--- config.mk ---
export PLATFORM = sky130hd
export DESIGN_NAME = control_sequencer
export DESIGN_NICKNAME = d
export VERILOG_FILES = /design/src/rtl/control_sequencer.sv
export SDC_FILE = /design/constraint.sdc
export NUM_CORES = 1
export LEC_CHECK = 0
export BUFFER_PORTS_ARGS = -buffer_cell sky130_fd_sc_hd__buf_4
export CORE_MARGIN = 4
export CORE_UTILIZATION = 48
export CTS_CLUSTER_DIAMETER = 80
export DETAILED_ROUTE_END_ITERATION = 10
export GPL_TIMING_DRIVEN = 0
export PLACE_DENSITY = 0.75
export REMOVE_ABC_BUFFERS = 1
export SLEW_MARGIN = 0
export SYNTH_ARGS = -nofsm -noshare
export SYNTH_HDL_FRONTEND = slang
export SYNTH_SLANG_ARGS = --single-unit
export TNS_END_PERCENT = 100
--- constraint.sdc ---
create_clock -name clk -period 1.4 [get_ports clk]
set_input_delay 0.21 -clock clk [delete_from_list [all_inputs] [get_ports clk]]
set_output_delay 0.21 -clock clk [all_outputs]
set_load 0.05 [all_outputs]
--- src/rtl/control_sequencer.sv ---
// control_sequencer: microcoded fetch/decode/execute controller driving every control input of memory_system.
// Optional macro ILLEGAL_TRAP_EN: undefined opcodes halt with illegal=1 instead of executing as NOP.
module control_sequencer #(
   parameter logic [2:0] PC_ADDR   = 3'd0,
   parameter logic [2:0] DPTR_ADDR = 3'd2,
   parameter logic [2:0] A_ADDR    = 3'd3,
   parameter logic [2:0] ACC_ADDR  = 3'd5
) (
   input  logic       clk,
   input  logic       rst,
   input  logic [4:0] instruction,
   input  logic       C,
   input  logic       N,
   input  logic       P,
   input  logic       Z,
   output logic       ir_sclr,
   output logic       mar_sclr,
   output logic       enaf,
   output logic [2:0] selop,
   output logic [1:0] shamt,
   output logic       bank_wr_en,
   output logic [2:0] busB_addr,
   output logic [2:0] busC_addr,
   output logic       ir_en,
   output logic       mar_en,
   output logic       mdr_en,
   output logic       wr_rdn,
   output logic       mdr_alu_n,
   output logic       fetch,
   output logic       halted,
   output logic       illegal
);

   localparam int unsigned OP_W = 5;

`ifdef ILLEGAL_TRAP_EN
   localparam bit TRAP = 1'b1;
`else
   localparam bit TRAP = 1'b0;
`endif

   localparam logic [OP_W-1:0] OP_MOV_ACC_A    = 5'b00001;
   localparam logic [OP_W-1:0] OP_MOV_A_ACC    = 5'b00010;
   localparam logic [OP_W-1:0] OP_LD           = 5'b00011;
   localparam logic [OP_W-1:0] OP_ST           = 5'b00100;
   localparam logic [OP_W-1:0] OP_ADD          = 5'b00101;
   localparam logic [OP_W-1:0] OP_SUB          = 5'b00110;
   localparam logic [OP_W-1:0] OP_AND          = 5'b00111;
   localparam logic [OP_W-1:0] OP_OR           = 5'b01000;
   localparam logic [OP_W-1:0] OP_XOR          = 5'b01001;
   localparam logic [OP_W-1:0] OP_NOT          = 5'b01010;
   localparam logic [OP_W-1:0] OP_INC_DPTR     = 5'b01011;
   localparam logic [OP_W-1:0] OP_MOV_DPTR_ACC = 5'b01100;
   localparam logic [OP_W-1:0] OP_JZ           = 5'b01101;
   localparam logic [OP_W-1:0] OP_JC           = 5'b01110;
   localparam logic [OP_W-1:0] OP_UNDEF_LO     = 5'b01111;
   localparam logic [OP_W-1:0] OP_UNDEF_HI     = 5'b11110;
   localparam logic [OP_W-1:0] OP_HALT         = 5'b11111;

   localparam logic [2:0] ALU_PASS = 3'b000;
   localparam logic [2:0] ALU_NOT  = 3'b110;
   localparam logic [2:0] ALU_INC  = 3'b111;

   typedef enum logic [2:0] {
      S_RST, S_FETCH0, S_FETCH1, S_DECODE, S_EX0, S_EX1, S_EX2, S_HALT
   } state_t;

   typedef struct packed {
      logic       ir_sclr;
      logic       mar_sclr;
      logic       enaf;
      logic [2:0] selop;
      logic       bank_wr_en;
      logic [2:0] busb;
      logic [2:0] busc;
      logic       ir_en;
      logic       mar_en;
      logic       mdr_en;
      logic       wr_rdn;
      logic       mdr_alu_n;
      logic       fetch;
      logic       halted;
   } ctrl_t;

   state_t          state;
   logic [OP_W-1:0] op_q;
   logic [OP_W-1:0] op_sel;
   ctrl_t           ctrl;

   function automatic logic is_undef(logic [OP_W-1:0] op);
      return (op >= OP_UNDEF_LO) && (op <= OP_UNDEF_HI);
   endfunction

   function automatic logic is_mem(logic [OP_W-1:0] op);
      return (op == OP_LD) || (op == OP_ST);
   endfunction

   // One ALU pass from busB into the bank at busC.
   function automatic ctrl_t alu_wr(logic [2:0] b, logic [2:0] sel, logic [2:0] c, logic flags);
      ctrl_t k;
      k            = '0;
      k.busb       = b;
      k.selop      = sel;
      k.busc       = c;
      k.bank_wr_en = 1'b1;
      k.enaf       = flags;
      return k;
   endfunction

   function automatic state_t next_state(state_t st, logic [OP_W-1:0] op);
      state_t nx;
      nx = S_RST;
      case (st)
         S_RST:    nx = S_FETCH0;
         S_FETCH0: nx = S_FETCH1;
         S_FETCH1: nx = S_DECODE;
         S_DECODE: nx = (op == OP_HALT || (TRAP && is_undef(op))) ? S_HALT : S_EX0;
         S_EX0:    nx = is_mem(op) ? S_EX1 : S_FETCH0;
         S_EX1:    nx = S_EX2;
         S_EX2:    nx = S_FETCH0;
         S_HALT:   nx = S_HALT;
         default:  nx = S_RST;
      endcase
      return nx;
   endfunction

   // Control word for the state being entered; flags are sampled when entering EX0.
   function automatic ctrl_t ctrl_for(state_t st, logic [OP_W-1:0] op, logic c, logic z);
      ctrl_t k;
      k = '0;
      case (st)
         S_RST: begin
            k.ir_sclr  = 1'b1;
            k.mar_sclr = 1'b1;
         end
         S_FETCH0: begin
            k.busb   = PC_ADDR;
            k.selop  = ALU_PASS;
            k.mar_en = 1'b1;
            k.fetch  = 1'b1;
         end
         S_FETCH1: begin
            k       = alu_wr(PC_ADDR, ALU_INC, PC_ADDR, 1'b0);
            k.ir_en = 1'b1;
         end
         S_EX0: begin
            case (op)
               OP_MOV_ACC_A:    k = alu_wr(A_ADDR, ALU_PASS, ACC_ADDR, 1'b0);
               OP_MOV_A_ACC:    k = alu_wr(ACC_ADDR, ALU_PASS, A_ADDR, 1'b0);
               OP_LD, OP_ST: begin
                  k.busb   = DPTR_ADDR;
                  k.selop  = ALU_PASS;
                  k.mar_en = 1'b1;
               end
               OP_ADD, OP_SUB, OP_AND, OP_OR, OP_XOR:
                  k = alu_wr(A_ADDR, 3'(op - 5'd4), ACC_ADDR, 1'b1);
               OP_NOT:          k = alu_wr(ACC_ADDR, ALU_NOT, ACC_ADDR, 1'b1);
               OP_INC_DPTR:     k = alu_wr(DPTR_ADDR, ALU_INC, DPTR_ADDR, 1'b0);
               OP_MOV_DPTR_ACC: k = alu_wr(ACC_ADDR, ALU_PASS, DPTR_ADDR, 1'b0);
               OP_JZ:           if (z) k = alu_wr(DPTR_ADDR, ALU_PASS, PC_ADDR, 1'b0);
               OP_JC:           if (c) k = alu_wr(DPTR_ADDR, ALU_PASS, PC_ADDR, 1'b0);
               default:         k = '0;
            endcase
         end
         S_EX1: begin
            if (op == OP_LD) begin
               k.mdr_en    = 1'b1;
               k.mdr_alu_n = 1'b1;
            end else if (op == OP_ST) begin
               k.busb   = ACC_ADDR;
               k.selop  = ALU_PASS;
               k.mdr_en = 1'b1;
            end
         end
         S_EX2: begin
            if (op == OP_LD) begin
               k.mdr_alu_n  = 1'b1;
               k.bank_wr_en = 1'b1;
               k.busc       = ACC_ADDR;
            end else if (op == OP_ST) begin
               k.wr_rdn = 1'b1;
            end
         end
         S_HALT:  k.halted = 1'b1;
         default: k = '0;
      endcase
      return k;
   endfunction

   // IR is valid during DECODE; afterwards the latched copy steers the execute states.
   assign op_sel = (state == S_DECODE) ? instruction : op_q;

   always_ff @(posedge clk) begin
      if (!rst) begin
         state <= S_RST;
         op_q  <= '0;
         ctrl  <= ctrl_for(S_RST, '0, 1'b0, 1'b0);
      end else begin
         state <= next_state(state, op_sel);
         if (state == S_DECODE) op_q <= instruction;
         ctrl  <= ctrl_for(next_state(state, op_sel), op_sel, C, Z);
      end
   end

`ifdef ILLEGAL_TRAP_EN
   logic illegal_q;
   always_ff @(posedge clk) begin
      if (!rst) illegal_q <= 1'b0;
      else if (state == S_DECODE && is_undef(instruction)) illegal_q <= 1'b1;
   end
   assign illegal = illegal_q;
`else
   assign illegal = 1'b0;
`endif

   // N and P are part of the flag interface but no instruction reads them.
   logic unused_flags;
   assign unused_flags = ^{N, P};

   assign ir_sclr    = ctrl.ir_sclr;
   assign mar_sclr   = ctrl.mar_sclr;
   assign enaf       = ctrl.enaf;
   assign selop      = ctrl.selop;
   assign shamt      = 2'b00;
   assign bank_wr_en = ctrl.bank_wr_en;
   assign busB_addr  = ctrl.busb;
   assign busC_addr  = ctrl.busc;
   assign ir_en      = ctrl.ir_en;
   assign mar_en     = ctrl.mar_en;
   assign mdr_en     = ctrl.mdr_en;
   assign wr_rdn     = ctrl.wr_rdn;
   assign mdr_alu_n  = ctrl.mdr_alu_n;
   assign fetch      = ctrl.fetch;
   assign halted     = ctrl.halted;

endmodule

==> results of run 1 <==
path summary, 6_finish.rpt:
kind / end / slack, ps / startpoint
worst max-delay path: bank_wr_en / -50 / state[2]
worst min-delay path: busC_addr[1] / 140 / instruction[4]
worst max register to register: bank_wr_en / -50 / state[2]
worst min register to register: op_q[0] / 530 / op_q[0]
stage by stage:
stage / setup TNS, ps / hold WS (ps) / std cells
3_3_place_gp: -7240 / 490 / 224
4_1_cts: -166 / 114 / 247
2_1_floorplan: -2210 / 290 / 165
5_1_grt: -1010 / 124 / 248
3_5_place_dp: -7120 / 489 / 224
6_report: -188 / 137 / 248
critical path: stages (launching register included):
cell and delay (ps):
dfxtp_4 370, and3b_2 360, a21oi_1 60, a22o_1 270, o2111a_1 260, a21oi_2 100
registers in the layout, indices dropped and copies added, names as in the netlist:
| name | count |
|---|---|
| op_q | 5 |
| busB_addr | 3 |
| busC_addr | 3 |
| selop | 3 |
| state | 3 |
| bank_wr_en | 1 |
| enaf | 1 |
| fetch | 1 |
| halted | 1 |
| ir_en | 1 |
| ir_sclr | 1 |
| mar_en | 1 |
| mdr_alu_n | 1 |
| mdr_en | 1 |
| wr_rdn | 1 |
layout by cell type (no fill, tap or decap), drive strengths merged, types with 4 or more instances in the layout:
cell type and instances:
nand2 20, buf 48, dfxtp 27, nor3 4, a21oi 17, nor2 20
a21o 4, o21ai 7, and3b 4, nor3b 4, nand3 5, nand2b 5
nor2b 5, clkbuf 4
final cells by class:
cell class                 count  area [sq um]
sequential                    27           567
fill                         236           957
timing repair buffer          48           368
inverter                       4          15.0
tap                           31          38.8
multi-input combinational    134           881
clock buffer                   4          26.3
cell usage after synthesis (4+ instances only):
cell type  count
nand2b_1       5
buf_2          8
a21o_1         4
nor2b_1        5
and3b_1        4
buf_4          7
nand3_1        5
nand2_1       20
o21ai_1        5
nor2_1        20
dfxtp_1       27
a21oi_1       16
power by group:
| part | total, mW | internal [mW] | switching (mW) | leakage (nW) |
|---|---|---|---|---|
| Sequential | 0.836 | 0.805 | 0.0320 | 0.225 |
| Clock | 0.325 | 0.112 | 0.213 | 0.0150 |
| Combinational | 0.505 | 0.198 | 0.307 | 0.611 |
| Total | 1.67 | 1.11 | 0.552 | 0.851 |
logic make-up after synthesis:
group,share of synthesized area [%]
and+or+nand+nor,31.1
AOI/OAI and AO/OA,21.4
DFF,36.5
buffers and inverters,8.78
muxes,2.03
other,0.253
timing repair:
item / in CTS / in global routing
pin swaps: 8 / 4
hold buffers: 0 / 0
resized for setup: 21 / 12
setup buffers: 19 / 1
setup endpoints to repair: 25 / 13
routing by layer:
layer	vias to the layer above	part of all wire [%]
met5	-	0
met4	0	1.8
met3	11	7.3
met2	75	49
met1	672	42
li1	701	-
==> impl_metrics.ini, run 1 <==
[clocking]
clk_latency_ps = 320
cts_tree = built
cts-buffers-inserted = 3
root_buffer = clkbuf_4
clk_pin_slew_ps = 130
htree_levels = 1
clockBufferDepth = 2
cts.sinks = 27

[critical_path]
r2r_cells = 5
critPathLaunchType = register
cp_max_fo = 8
crit_path_end_kind = register
critPathArrivalTime_ps = 1730
crit_type = reg2reg
crit_required_ps = 1670

[routing]
drc_errors = 0
vias_per_cell = 5.88
drt_pass1_iterations = 6
route.vias.total = 1459
ant_nets = 0
drt-total-wl_um = 3590
drt_first_iter_violations = 73
wl_per_cell_um = 14.5

[placed_design]
preCtsSetupSlack_ps = -548
postPlaceCellArea_sq_mm = 0.00162
port_buffers = 28
dp_hpwl_um = 2260
globalplace.congestion = 0.858

[global_routing]
busiest_layer = met2
grtUsageMet1_pct = 22.4
grt_use_met3_pct = 4.44
grt_pass1_vias = 1354
antenna_found_initial = 0
grt_use_total_pct = 18.3
grt_first_pass_wirelength_um = 6090
grt_max_degree = 15
overflow = 0
use_met2_pct = 30.5

[synthesis]
synth.distinct_cells = 45
yosysSeqAreaShare_pct = 36.5
async_reset_ff_share_pct = 0
synth_area_per_cell_sq_um = 8.15
yosysTopAreaCell = dfxtp_1
yosys-top-cells-area = dfxtp_1, a21oi_1, nand2_1
synth_warnings = 0
syn-cell-area_sq_mm = 0.00148
synth_edf_count = 0
ys_seq_elements = 27
synth_ff_type = dfxtp_1
synthCells = 182
yosys.area.top_type_share_pct = 36.5

[sta]
drv_slew = 0
setup_viol_count_final = 5
final.setup.worst_slack_ps = -54.6
fmax_ghz = 0.687
skew_ps = 7.33
hold_viol = 0
fin_crit_ps = 1450
rsz0062_at_grt = yes
finalCritPeriodShare_pct = 104

[die]
fp.coreArea_sq_mm = 0.00285
die_area_sq_mm = 0.00404
die_w_um = 63.6
die_height_um = 63.6
row_count = 19
pin_count = 34
start_util_pct = 52.0

[min_path]
holdPathStages = 2
min_path_type = in2reg

[status]
violations = setup timing
status = finished with violations

[run]
max_cap_viol_count = 0

[power_and_ir_drop]
p_per_area_mw_per_mm2 = 879
power_mw = 1.67
max-vdd-ir-drop_mv = 0.435
power.leakage_nw = 0.851

[finish]
fin_nets = 229
antenna_cells = 0
fin_area_sq_mm = 0.00190
drive_above_1_share_pct = 36.9
fin_util_pct = 66.4
area_growth_pct = 27.8
(Power assumes the default switching activity.)
==> run 2, diff against run 1 <==
--- a/config.mk
+++ b/config.mk
@@ -11,7 +11,7 @@
 export CTS_CLUSTER_DIAMETER = 80
 export DETAILED_ROUTE_END_ITERATION = 10
 export GPL_TIMING_DRIVEN = 0
-export PLACE_DENSITY = 0.75
+export PLACE_DENSITY = 0.73
 export REMOVE_ABC_BUFFERS = 1
 export SLEW_MARGIN = 0
 export SYNTH_ARGS = -nofsm -noshare
==> run 2 against run 1 <==
The flow still finishes with violations (setup timing). Core utilization fell by 0.96 points. Non-clock buffer count fell by 3. Critical path type unchanged. Routed wire length grew 2.9%. Final area down 1.5%. Highest routed layer unchanged. Global-route usage barely moved. Register-to-register slack about the same. Maximum frequency hardly changed. Clock power increased by 2%.
==> impl_metrics.ini, run 2 (synthesis results as in run 1) <==
[status]
status = finished with violations
violations = setup timing

[clocking]
clk_pin_slew_ps = 140
clk_latency_ps = 330
cts_tree = built
root_buffer = clkbuf_4
cts-buffers-inserted = 3
htree_levels = 1
cts.sinks = 27
clockBufferDepth = 2
postCtsHoldBufs = 0

[routing]
vias_per_cell = 5.91
ant_nets = 0
drt_first_iter_violations = 64
wl_per_cell_um = 15.0
drt-total-wl_um = 3690
drt_pass1_iterations = 4
drc_errors = 0
route.vias.total = 1454

[finish]
area_growth_pct = 26.0
antenna_cells = 0
fin_nets = 227
drive_above_1_share_pct = 34.9
fin_area_sq_mm = 0.00187
regMostFlops = op_q
layout_common_cells = buf_4, nand2_1, dfxtp_1
final_common_cell = buf_4
stdcell_count = 246
largest_reg_flops = 5

[sta]
hold_viol = 0
drv_slew = 0
final.setup.worst_slack_ps = -54.0
fin_crit_ps = 1450
skew_ps = 3.36
rsz0062_at_grt = yes
fmax_ghz = 0.688
finalCritPeriodShare_pct = 104
setup_viol_count_final = 3

[die]
die_area_sq_mm = 0.00404
row_count = 19
pin_count = 34
die_w_um = 63.6
fp.coreArea_sq_mm = 0.00285
die_height_um = 63.6
start_util_pct = 52.0

[placed_design]
dp_cells = 224
dp_hpwl_um = 2330
port_buffers = 28
globalplace.congestion = 0.843
postPlaceCellArea_sq_mm = 0.00162

[global_routing]
grt_pass1_vias = 1306
overflow = 0
grt_use_total_pct = 18.3
grt_first_pass_wirelength_um = 6000
grt_max_degree = 15
antenna_found_initial = 0

[critical_path]
critPathLaunchType = register
crit_required_ps = 1680
cp_max_fo = 7
crit_path_end_kind = register
crit_type = reg2reg
critPathArrivalTime_ps = 1730

[power_and_ir_drop]
power.leakage_nw = 0.841
p_per_area_mw_per_mm2 = 893
max-vdd-ir-drop_mv = 0.538

[run]
max_cap_viol_count = 0

[min_path]
min_path_type = in2reg
## run 2: power by group
part / total [mW] / switching [mW] / internal [mW]
combinational: 0.491 / 0.300 / 0.192
sequential: 0.844 / 0.0389 / 0.805
clock: 0.333 / 0.221 / 0.112
## run 2: worst paths after layout
path             startpoint  cells after the start  slack [ps]           end
max reg2reg         op_q[1]                      5         -50    bank_wr_en
max                 op_q[1]                      5         -50    bank_wr_en
min          instruction[4]                      2         140  busC_addr[1]
min reg2reg         op_q[1]                      2         520       op_q[1]
## run 2: layout make-up
type                            count  area [sq um]
Timing Repair Buffer               45           338
Tap cell                           31          38.8
Fill cell                         243           985
Inverter                            4          15.0
Sequential cell                    27           567
Multi-Input combinational cell    135           883
Clock buffer                        4          26.3
## run 2: timing repair
item | 4_1_cts | 5_1_grt
gates cloned | 1 | 0
setup endpoints to repair | 25 | 12
hold endpoints to repair | 0 | 0
resized for setup | 17 | 11
buffers inserted | 14 | 3
pin swaps | 4 | 4
## run 2: through the flow
step           power [mW]  TNS, ps  setup slack (ps)  hold WS [ps]  util (%)
6_report             1.67    -65.1             -54.0           141      65.5
3_5_place_dp         1.27    -7720              -563           487      56.9
2_1_floorplan        1.14    -2210              -280           290         -
3_3_place_gp         1.26    -7380              -554           484      56.9
4_1_cts              1.65    -63.4             -50.7           121      63.0
5_1_grt              1.76     -478              -106           125      65.5
## run 2: per-layer routing
layer,share of wire (%),GRT usage [%]
met3,7.0,4.44
met4,2.3,7.01
met1,43,21.3
met2,47,32.1
met5,0,0
## run 2: critical path, stage by stage (launching register included)
cell and delay (ps):
dfxtp_4 390, nand3b_4 150, a211o_1 280, a22o_1 240, o2111a_1 250, a21oi_2 90
==> run 3, diff against run 2 <==
--- a/config.mk
+++ b/config.mk
@@ -5,13 +5,14 @@
 export SDC_FILE = /design/constraint.sdc
 export NUM_CORES = 1
 export LEC_CHECK = 0
+export ABC_AREA = 1
 export BUFFER_PORTS_ARGS = -buffer_cell sky130_fd_sc_hd__buf_4
 export CORE_MARGIN = 4
-export CORE_UTILIZATION = 48
+export CORE_UTILIZATION = 46
 export CTS_CLUSTER_DIAMETER = 80
 export DETAILED_ROUTE_END_ITERATION = 10
 export GPL_TIMING_DRIVEN = 0
-export PLACE_DENSITY = 0.73
+export PLACE_DENSITY = 0.72
 export REMOVE_ABC_BUFFERS = 1
 export SLEW_MARGIN = 0
 export SYNTH_ARGS = -nofsm -noshare
==> run 3 against run 2 <==
The flow still finishes with violations (setup timing). Clock skew up 15 ps. Setup slack worse by 300 ps. Sequential share of layout area down 1.3 points. Count of clock-buffer cells in the layout down 1. Final area up 1.8%. Sequential cell count unchanged. Highest routed layer unchanged.
==> impl_metrics.ini, run 3 <==
[critical_path]
critPathArrivalTime_ps = 2020
path_delay_family = simple AND/OR/NAND/NOR gates
crit_type = reg2reg
crit_required_ps = 1670
critPathMaxStageDelay_ps = 390
crit_path_frequent_cell = nand2_1
crit_path_end_kind = register
critPathLaunchType = register
worst_path_max_delay_cell = dfxtp_4
cp_max_fo = 7
path_cells = inv_4 > nand3_4 > nand2_1 > nand2_4 > nor2_4 > nand2_2 > nand2_2 > nand2_4 > o21ai_0 > nand2_1 > nand2_1
cp.buffers_inverters = 1

[clocking]
clk_latency_ps = 340
cts_tree = built
clockBufferDepth = 2
cts.sinks = 27
cts-buffers-inserted = 3
htree_levels = 1
root_buffer = clkbuf_4
clk_pin_slew_ps = 140

[finish]
layout_common_cells = buf_4, dfxtp_1, nand2_1
seq_area_sq_um = 552
antenna_cells = 0
drive_above_1_share_pct = 57.1
area_growth_pct = 52.9
largest_reg_flops = 5
stdcell_count = 249
final_common_cell = buf_4
fillers = 177
fin_util_pct = 75.4
multiInputGateArea_sq_um = 771
fin_nets = 231
regMostFlops = op_q

[power_and_ir_drop]
internal_power_mw = 1.19
clockPowerShare_pct = 18.3
p_per_area_mw_per_mm2 = 1020
power.leakage_nw = 0.923
switching_share_pct = 38.3
max-vdd-ir-drop_mv = 0.937
power.share.sequential_pct = 43.7
p_comb_share_pct = 38.0
power_switching_mw = 0.740

[sta]
fin_crit_ps = 1750
finalCritPeriodShare_pct = 125
fmax_ghz = 0.571
setup_viol_count_final = 20
rsz0062_at_grt = yes
hold_viol = 0
final.setup.worst_slack_ps = -350
slew_headroom_pct = 55.9
drv_slew = 0
worst_pin_slew_ps = 656
skew_ps = 18.5

[synthesis]
synthCells = 166
synth-xor-area-share_pct = 0
yosys.area.top_type_share_pct = 43.5
yosys-top-cells-area = dfxtp_1, nand2_1, nor2_1
synth_area_per_cell_sq_um = 7.49
ys_seq_elements = 27
synthMuxAreaShare_pct = 0
syn-cell-area_sq_mm = 0.00124
synth_compound_area_share_pct = 5.84
yosysTopAreaCell = dfxtp_1
async_reset_ff_share_pct = 0
synthSimpleGateAreaFrac_pct = 40.0
synth_warnings = 0
synth_fa_ha_area_share_pct = 0
yosys-top-cells-count = nand2_1, dfxtp_1, nor2_1
synth.distinct_cells = 26
synth_most_common_cell = nand2_1
synth_ff_type = dfxtp_1
synth_top_family_by_area = simple AND/OR/NAND/NOR gates
yosysSeqAreaShare_pct = 43.5
synth_edf_count = 0

[global_routing]
grt_max_degree = 17
grt_first_pass_wirelength_um = 4720
overflow = 0
grt_pass1_vias = 1233
grt_use_total_pct = 16.9
antenna_found_initial = 0

[run]
max_cap_viol_count = 0

[die]
start_util_pct = 49.3
die_w_um = 60.0
row_count = 18
die_height_um = 60.0
fp.coreArea_sq_mm = 0.00252
pin_count = 34
die_area_sq_mm = 0.00360

[routing]
vias_per_cell = 5.19
drt_pass1_iterations = 4
route.vias.total = 1292
wl_per_cell_um = 14.6
drt-total-wl_um = 3620
drc_errors = 0
ant_nets = 0
drt_first_iter_violations = 54

[min_path]
min_path_type = in2reg

[placed_design]
globalplace.congestion = 0.842
dp_hpwl_um = 1940
dp_cells = 220
port_buffers = 28

[status]
status = finished with violations
violations = setup timing
[run 3: changes by cell type after synthesis, sizes merged, moves of 4 or more]
cell / before / now
nand3: 5 / 12
nor2b: 5 / 0
nand2b: 5 / 0
a21o: 4 / 0
buf: 16 / 6
nor3b: 4 / 0
a21oi: 17 / 4
nor2: 20 / 28
nand2: 20 / 50
inv: 3 / 24
and3b: 4 / 0
[run 3: worst paths after layout]
kind / from / endpoint / slack (ps) / cells past startpoint
setup / recovery: state[2] / selop[1] / -350 / 11
hold / removal: rst / mdr_en / 150 / 3
setup reg to reg: state[2] / selop[1] / -350 / 11
hold reg to reg: state[1] / halted / 540 / 2
[run 3: cell type report]
class	count	area share, %
multi-input combinational	111	40.5
sequential	27	29.0
timing repair buffer	53	21.9
inverter	24	5.00
tap	30	1.97
clock buffer	3	1.18
clock inverter	1	0.395
[run 3: logic make-up (layout without fill, tap and decap cells)]
kind of cell / after synthesis / count (layout)
flops: 27 / 27
other cells: 1 / 3
buf+inv: 30 / 81
compound gates: 11 / 11
simple gates: 97 / 97
[run 3: worst reg2reg max path: cells and delay by family (launching register included)]
kind	cells	cell delay, ps
AOI/OAI and AO/OA	1	290
DFF	1	390
buffers and inverters	1	70
and+or+nand+nor	9	960
[run 3: metrics by stage]
stage | area [sq um] | TNS (ps) | power [mW] | hold slack (ps) | setup slack [ps]
floorplan | 1210 | -1600 | 1.23 | 336 | -185
global placement | 1460 | -4980 | 1.33 | 462 | -356
detailed placement | 1460 | -5530 | 1.34 | 466 | -369
CTS | 1680 | -2730 | 1.76 | 128 | -229
global route | 1900 | -7640 | 2.01 | 147 | -526
finish | 1900 | -5260 | 1.93 | 150 | -350
[run 3: metal layers]
| layer | vias up | GRT usage [%] | share of wire (%) |
|---|---|---|---|
| met2 | 60 | 31.2 | 53 |
| met3 | 14 | 3.67 | 6.4 |
| met5 | - | 0 | 0 |
| li1 | 614 | - | - |
| met1 | 604 | 17.0 | 38 |
| met4 | 0 | 10.1 | 3.1 |
[run 3: power by group through the flow]
stage | Sequential (mW) | Clock (mW) | Combinational (mW)
floorplan | 0.962 | 0 | 0.268
global placement | 0.860 | 0 | 0.474
detailed placement | 0.862 | 0 | 0.482
CTS | 0.841 | 0.351 | 0.573
global route | 0.849 | 0.378 | 0.783
finish | 0.845 | 0.354 | 0.735
[run 3: timing repair]
action	in CTS	in global routing
resized for setup	21	46
pin swaps	14	26
endpoints found under the hold margin	0	0
buffers inserted	16	9
setup endpoints to repair	20	20
hold buffers	0	0
